===== config.mk =====
export PLATFORM = sky130hd
export DESIGN_NAME = instruction_fetch_unit
export DESIGN_NICKNAME = d
export VERILOG_FILES = /design/src/rtl/instruction_fetch_unit.sv
export SDC_FILE = /design/constraint.sdc
export NUM_CORES = 1
export LEC_CHECK = 0
export ABC_AREA = 1
export CAP_MARGIN = 20
export CORE_ASPECT_RATIO = 0.9
export CORE_MARGIN = 5
export CORE_UTILIZATION = 47
export CTS_BUF_LIST = sky130_fd_sc_hd__clkbuf_4
export CTS_CLUSTER_SIZE = 16
export DETAILED_ROUTE_END_ITERATION = 8
export PLACE_DENSITY = 0.93
export SLEW_MARGIN = 20
export SYNTH_ARGS = -nofsm -noshare
export SYNTH_HDL_FRONTEND = slang
export SYNTH_SLANG_ARGS = --single-unit

===== constraint.sdc =====
create_clock -name Clk -period 2.2 [get_ports Clk]
set_clock_uncertainty 0.05 [all_clocks]
set_input_delay 0.44 -clock Clk [delete_from_list [all_inputs] [get_ports Clk]]
set_output_delay 0.44 -clock Clk [all_outputs]
set_load 0.05 [all_outputs]

===== src/rtl/instruction_fetch_unit.sv =====
// Fetch stage: PC, redirect/stall/flush, IF/ID latch, sticky illegal-fetch fault.
// Define FETCH_PERF_COUNT_EN to add the FetchCount/RedirectCount outputs.
module instruction_fetch_unit #(
    parameter logic [31:0] RESET_PC   = 32'h0000_0000,
    parameter int unsigned IMEM_WORDS = 1024,
    parameter logic [31:0] NOP_WORD   = 32'h0000_0000
) (
    input  logic        Clk,
    input  logic        Reset,
    input  logic        Stall,
    input  logic        Flush,
    input  logic        RedirectValid,
    input  logic [31:0] RedirectTarget,
    output logic [31:0] Address,
    input  logic [31:0] Instruction,
    output logic [31:0] IfId_Instruction,
    output logic [31:0] IfId_PCPlus4,
    output logic        IfId_Valid,
    output logic        Running,
    output logic        Fault
`ifdef FETCH_PERF_COUNT_EN
    ,
    output logic [31:0] FetchCount,
    output logic [31:0] RedirectCount
`endif
);

    typedef enum logic [1:0] {
        IDLE,
        RUN,
        FAULT
    } state_t;

    state_t      state;
    logic [31:0] pc;
    logic [31:0] pc_plus4;
    logic        legal;

    assign pc_plus4 = pc + 32'd4;
    assign legal    = (pc[1:0] == 2'b00) && ({2'b00, pc[31:2]} < IMEM_WORDS);

    assign Address = pc;
    assign Running = (state == RUN);
    assign Fault   = (state == FAULT);

    always_ff @(posedge Clk or negedge Reset) begin
        if (!Reset) begin
            state            <= IDLE;
            pc               <= RESET_PC;
            IfId_Instruction <= NOP_WORD;
            IfId_PCPlus4     <= 32'd0;
            IfId_Valid       <= 1'b0;
`ifdef FETCH_PERF_COUNT_EN
            FetchCount       <= 32'd0;
            RedirectCount    <= 32'd0;
`endif
        end else begin
            unique case (state)
                IDLE: begin
                    state <= legal ? RUN : FAULT;
                end
                RUN: begin
`ifdef FETCH_PERF_COUNT_EN
                    if (RedirectValid)
                        RedirectCount <= RedirectCount + 32'd1;
`endif
                    // Legality of the current PC outranks every control input.
                    if (!legal) begin
                        state            <= FAULT;
                        IfId_Instruction <= NOP_WORD;
                        IfId_Valid       <= 1'b0;
                    end else if (RedirectValid) begin
                        pc               <= RedirectTarget;
                        IfId_Instruction <= NOP_WORD;
                        IfId_Valid       <= 1'b0;
                    end else if (Stall && Flush) begin
                        IfId_Instruction <= NOP_WORD;
                        IfId_Valid       <= 1'b0;
                    end else if (Stall) begin
                        pc <= pc;
                    end else if (Flush) begin
                        pc               <= pc_plus4;
                        IfId_Instruction <= NOP_WORD;
                        IfId_Valid       <= 1'b0;
                    end else begin
                        pc               <= pc_plus4;
                        IfId_Instruction <= Instruction;
                        IfId_PCPlus4     <= pc_plus4;
                        IfId_Valid       <= 1'b1;
`ifdef FETCH_PERF_COUNT_EN
                        FetchCount       <= FetchCount + 32'd1;
`endif
                    end
                end
                FAULT: begin
                    state <= FAULT;
                end
                default: begin
                    state <= FAULT;
                end
            endcase
        end
    end

endmodule


## Word level (Yosys, flattened, before mapping)

Cells that the tools add are included.

- Register bits after elaboration: 99
- Input bits: 69
- Logic and storage cells: 40

- Add/sub/neg operators: 1
- Magnitude comparators: 1
- Eq/ne operators: 6
- Muxes and demuxes: 16
- Bitwise logic cells: 4
- Reductions and logical operators: 7

Operator list:

| operator | count |
|---|---|
| $mux 32 | 8 |
| $add 32x3->32 const B | 1 |
| $lt 30x11->1 const B | 1 |
| $reduce_and 6->1 | 1 |
| $mux 1 | 5 |
| $logic_not 2->1 | 2 |
| $mux 2 | 2 |
| $ne 2x2->1 const B | 2 |
| $ne 4x3->1 const B | 1 |
| $not 1->1 | 4 |
| $pmux 2 s2 | 1 |
| $reduce_and 4->1 | 1 |
| $eq 2x1->1 const B | 1 |
| $eq 2x2->1 const B | 1 |
| $logic_and 1x1->1 | 2 |
| $ne 2x1->1 const B | 1 |
| $reduce_and 2->1 | 1 |

## Longest topological paths before layout

- Depth in word-level cells: 5
- Depth in mapped cells: 12
- Depth with buffers taken out: 12

## Worst setup path after synthesis

OpenSTA, ideal clock, no wires.

- Path type: register -> register
- Start point: register pc[2] (netlist: Address[2])
- End point: register pc[16] (netlist: Address[16])
- Library setup time: 0.120 ns
- Arrival time: 1.827 ns
- Required time: 2.030 ns
- Path slack: 0.202 ns
- Stages on the path, launching flop included: 10
- Buffers on the path: 0
- Period minus slack after synthesis: 1.998 ns
- Path through: dfrtp_1 ha_1 nand3_1 nor2_1 nand3_1 xor2_1 nand2_1 nand2_1 nand2_1 nand2_1

- Word-level cells in the longest chain between the ends: 4

RTL lines:

| element | RTL line | RTL |
|---|---|---|
| start: declaration | 35 | `logic [31:0] pc;` |
| start signal: assignment | 73 | `pc <= RedirectTarget;` |
| start signal: assignment | 80 | `pc <= pc;` |
| start signal: assignment | 82 | `pc <= pc_plus4;` |
| $add 32x3->32 | 39 | `assign pc_plus4 = pc + 32'd4;` |
| $mux 32 | 79 | `end else if (Stall) begin` |
| $mux 32 | 76 | `end else if (Stall && Flush) begin` |
| $mux 32 | 72 | `end else if (RedirectValid) begin` |

Several ways; a longest one is shown, not always the timed one. The select of a mux whose other input is x is not followed.
A chain may end at the register's enable or synchronous reset.

## Worst setup path in the final report

- Start point: register IfId_Instruction[30]
- End point: output IfId_Instruction[30]

RTL lines:

| element | RTL line | RTL |
|---|---|---|
| start: declaration | 16 | `output logic [31:0] IfId_Instruction,` |
| start signal: assignment | 87 | `IfId_Instruction <= Instruction;` |

No word-level cell between the ends.

==> tab_implementation.tex <==
\begin{tabular}{lr}
\hline
Metric & Value \\
\hline
\multicolumn{2}{l}{\textbf{Placed design}} \\
Total instance count after detailed placement & 945 \\
Final HPWL from detailed placement & 10.33 mm \\
GPL Wtd Cong & 0.9543 \\
Quantity of I/O buffers inserted on ports & 167 \\
Worst slack at placement & 0.1595 ns \\
\multicolumn{2}{l}{\textbf{Power}} \\
Cell leakage power & 0.004099 uW \\
Worst IR Drop VDD & 0.4157 mV \\
Total Power Consumption & 3134 uW \\
Power density normalized to cell area & 453.2 nW/um\^{}2 \\
\multicolumn{2}{l}{\textbf{Clock network}} \\
Insertion delay to the later sink of the worst-skew pair & 0.46 ns \\
CTS Buf Count & 9 \\
Clock sink total & 99 \\
Clock transition at the register clock pins on the worst setup and hold paths after CTS & 0.16 ns \\
Longest Clk Path Bufs & 2 \\
Total number of H-tree levels & 3 \\
Master cell of the clock root buffer & sky130\_fd\_sc\_hd\_\_clkbuf\_4 \\
Post-CTS Repair Setup Buffers & 0 \\
TritonCTS clock tree & yes \\
\multicolumn{2}{l}{\textbf{Route}} \\
First-pass iteration count of the detailed router & 5 \\
Number of violations reported at the end of detailed-routing iteration 0 & 374 \\
Antenna Violating Nets Remaining & 0 \\
Final routed wirelength across all metal layers & 13.81 mm \\
Post-detailed-route DRC marker count & 0 \\
Total number of vias & 4619 \\
Routed wire per std cell & 14.35 microns \\
Number of vias per cell after detailed routing & 4.801 \\
\multicolumn{2}{l}{\textbf{Global routing}} \\
Total gr overflow & 0 \\
Number of global-route vias before repair & 4472 \\
Largest net degree at the start of global routing & 100 \\
First-pass GRT wire length & 22.57 mm \\
Number of antenna violations at the first check in global routing & 0 \\
Global-route total usage across every layer & 22.04\% \\
\multicolumn{2}{l}{\textbf{Die}} \\
Die Wd & 117.7 microns \\
Site row count & 35 \\
Area of the placeable core & 10200 sq um \\
Initial Utilization & 48.06\% \\
Die footprint & 12580 sq um \\
Number of ports placed on the die boundary & 168 \\
Die boundary height & 106.9 microns \\
\multicolumn{2}{l}{\textbf{Setup path}} \\
CP Buf/Inv Count & 1 \\
Startpoint type of the worst setup path & flip-flop \\
Crit Path Category & reg -> out \\
Endpoint kind of the worst setup timing path & primary output \\
Crit path max-delay family & buffers and inverters \\
Data required time of the critical path & 1.71 ns \\
Data arrival time of the critical path & 1.66 ns \\
Critical Path, Cell by Cell & clkdlybuf4s50\_1 \\
Cell at the slowest stage of the critical path & sky130\_fd\_sc\_hd\_\_clkdlybuf4s50\_1 \\
Biggest fanout along the worst timing path & 2 \\
Largest incremental delay on the critical path & 0.82 ns \\
\multicolumn{2}{l}{\textbf{Cells and area}} \\
Area growth from synthesis to final layout & 41.06\% \\
Footprint of the multi-input gates & 1917 sq um \\
Number of nets in the final layout & 898 \\
Share of cells above drive strength 1 & 5.762\% \\
Register area & 2477 sq um \\
Top library cells by usage in the layout, fill and taps aside & sky130\_fd\_sc\_hd\_\_nand2\_1 (255), sky130\_fd\_sc\_hd\_\_dfrtp\_1 (99), sky130\_fd\_sc\_hd\_\_inv\_1 (99) \\
Most common library cell in the layout ignoring fill and taps & sky130\_fd\_sc\_hd\_\_nand2\_1 \\
Number of cells in the finished layout apart from fillers & 962 \\
Fillcell total & 865 \\
Antenna Cells & 0 \\
\multicolumn{2}{l}{\textbf{Synthesis}} \\
Post-Syn Nets & 732 \\
Post-synthesis cell area & 4903 sq um \\
Per-instance average area after synthesis & 7.407 sq um \\
Number of distinct library cells after synthesis & 29 \\
Syn Inst Count & 662 \\
Synth Register Bits & 99 \\
Sequential cell area fraction in the yosys report & 50.52\% \\
Warnings from Yosys & 0 \\
\multicolumn{2}{l}{\textbf{Timing}} \\
Relative slew slack & 62.87\% \\
Final period demand of the worst path & 2.147 ns \\
Final worst path period share & 97.59\% \\
Final setup viols & 0 \\
Tightest Pin Transition & 0.5560 ns \\
Final Max Slew Viols & 0 \\
PnR worst setup slack & 0.05293 ns \\
Max Fclk & 465.8 MHz \\
Count of endpoints failing hold in the final timing report & 0 \\
Worst hold slack across all endpoints & 0.4483 ns \\
Setup tns final & 0 ns \\
\multicolumn{2}{l}{\textbf{Min path}} \\
Hold crit path type & in -> reg \\
\multicolumn{2}{l}{\textbf{Outcome}} \\
Result of the run & complete, no violations \\
\multicolumn{2}{l}{\textbf{Run}} \\
Number of violations of the max-capacitance limit & 0 \\
\hline
\end{tabular}
==> flip-flops by register name, indices dropped and copies added, names as in the netlist <==
signal and count:
state 2, IfId_Instruction 32, IfId_Valid 1, Address 32, IfId_PCPlus4 32
==> where the power goes <==
group          switching (uW)  internal [uW]  total (uW)
Sequential               3.75           1830        1830
Clock                     657            366        1020
Combinational             134            146         280
Total                     795           2340        3130
==> what timing repair did <==
item	in CTS	in global routing
gates cloned	0	0
hold endpoints to repair	99	0
hold buffers	1	0
setup endpoints to repair	35	36
gates resized for setup	35	36
==> worst min-delay path: cells and delay by family <==
kind / cells / cell delay (ns)
AOI/OAI and AO/OA: 1 / 0.06
buffers and inverters: 2 / 0.44
==> final timing paths <==
kind	startpoint	end	slack, ns	cells past startpoint
max in group asynchronous	Reset	Address[22]	1.19	3
setup / recovery	IfId_Instruction[30]	IfId_Instruction[30]	0.05	1
hold / removal	Instruction[20]	IfId_Instruction[20]	0.45	3
min in group asynchronous	Reset	Address[14]	0.48	3
setup reg to reg	Address[12]	Address[7]	0.24	9
hold reg to reg	IfId_PCPlus4[0]	IfId_PCPlus4[0]	0.45	2
==> per-layer routing <==
metal	track usage [%]	vias up	share of wire [%]
li1	-	2316	-
met1	29.04	2095	43
met2	36.19	173	48
met3	5.485	35	6.8
met4	6.634	0	2.4
met5	0	-	0
==> cell type report <==
| class | count | area share [%] |
|---|---|---|
| clock inverter | 7 | 1.230 |
| clock buffer | 9 | 0.9768 |
| inverter | 102 | 5.535 |
| sequential | 99 | 35.82 |
| tap | 129 | 2.334 |
| timing repair buffer | 176 | 26.39 |
| multi-input combinational | 440 | 27.71 |
==> metrics by stage <==
stage,util [%],area [sq um]
global route,67.79,6917
detailed placement,65.74,6708
CTS,66.90,6827
global placement,65.74,6708
floorplan,-,4903
finish,67.79,6917
==> cell families (layout without fill, tap and decap cells) <==
| kind of cell | Yosys count | in the layout | synth area share [%] |
|---|---|---|---|
| AO/OA/AOI/OAI | 64 | 64 | 7.068 |
| XOR/XNOR | 14 | 14 | 2.500 |
| adder cells (fa/ha/maj) | 1 | 1 | 0.2551 |
| buffers and inverters | 123 | 294 | 10.38 |
| flip-flops | 99 | 99 | 50.52 |
| AND/OR/NAND/NOR | 361 | 361 | 29.27 |
==> cells in the mapped netlist <==
library cell	count	area share [%]
sky130_fd_sc_hd__nand2_1	255	20
sky130_fd_sc_hd__dfrtp_1	99	51
sky130_fd_sc_hd__inv_1	99	7.6
sky130_fd_sc_hd__nor2_1	73	5.6
sky130_fd_sc_hd__o21ai_0	36	3.7
sky130_fd_sc_hd__nand3_1	18	1.8
sky130_fd_sc_hd__o21ai_1	17	1.7
sky130_fd_sc_hd__nor2_2	10	1.3
sky130_fd_sc_hd__xor2_1	10	1.8
sky130_fd_sc_hd__buf_2	7	0.71
sky130_fd_sc_hd__clkbuf_1	6	0.46
sky130_fd_sc_hd__buf_6	4	0.92
sky130_fd_sc_hd__o211ai_1	4	0.61
sky130_fd_sc_hd__xnor2_1	4	0.71
sky130_fd_sc_hd__a21oi_1	3	0.31
sky130_fd_sc_hd__buf_4	2	0.31
sky130_fd_sc_hd__inv_2	2	0.15
sky130_fd_sc_hd__o21bai_1	2	0.31
sky130_fd_sc_hd__and3_4	1	0.23
sky130_fd_sc_hd__buf_1	1	0.076
sky130_fd_sc_hd__clkbuf_2	1	0.10
sky130_fd_sc_hd__clkinv_1	1	0.076
sky130_fd_sc_hd__ha_1	1	0.26
sky130_fd_sc_hd__nand2_2	1	0.13
sky130_fd_sc_hd__nand3_2	1	0.20
sky130_fd_sc_hd__nand4_2	1	0.26
sky130_fd_sc_hd__nor2_4	1	0.23
sky130_fd_sc_hd__o211ai_2	1	0.26
sky130_fd_sc_hd__o21ai_2	1	0.18
No activity file was read; power rests on OpenSTA's default activity.
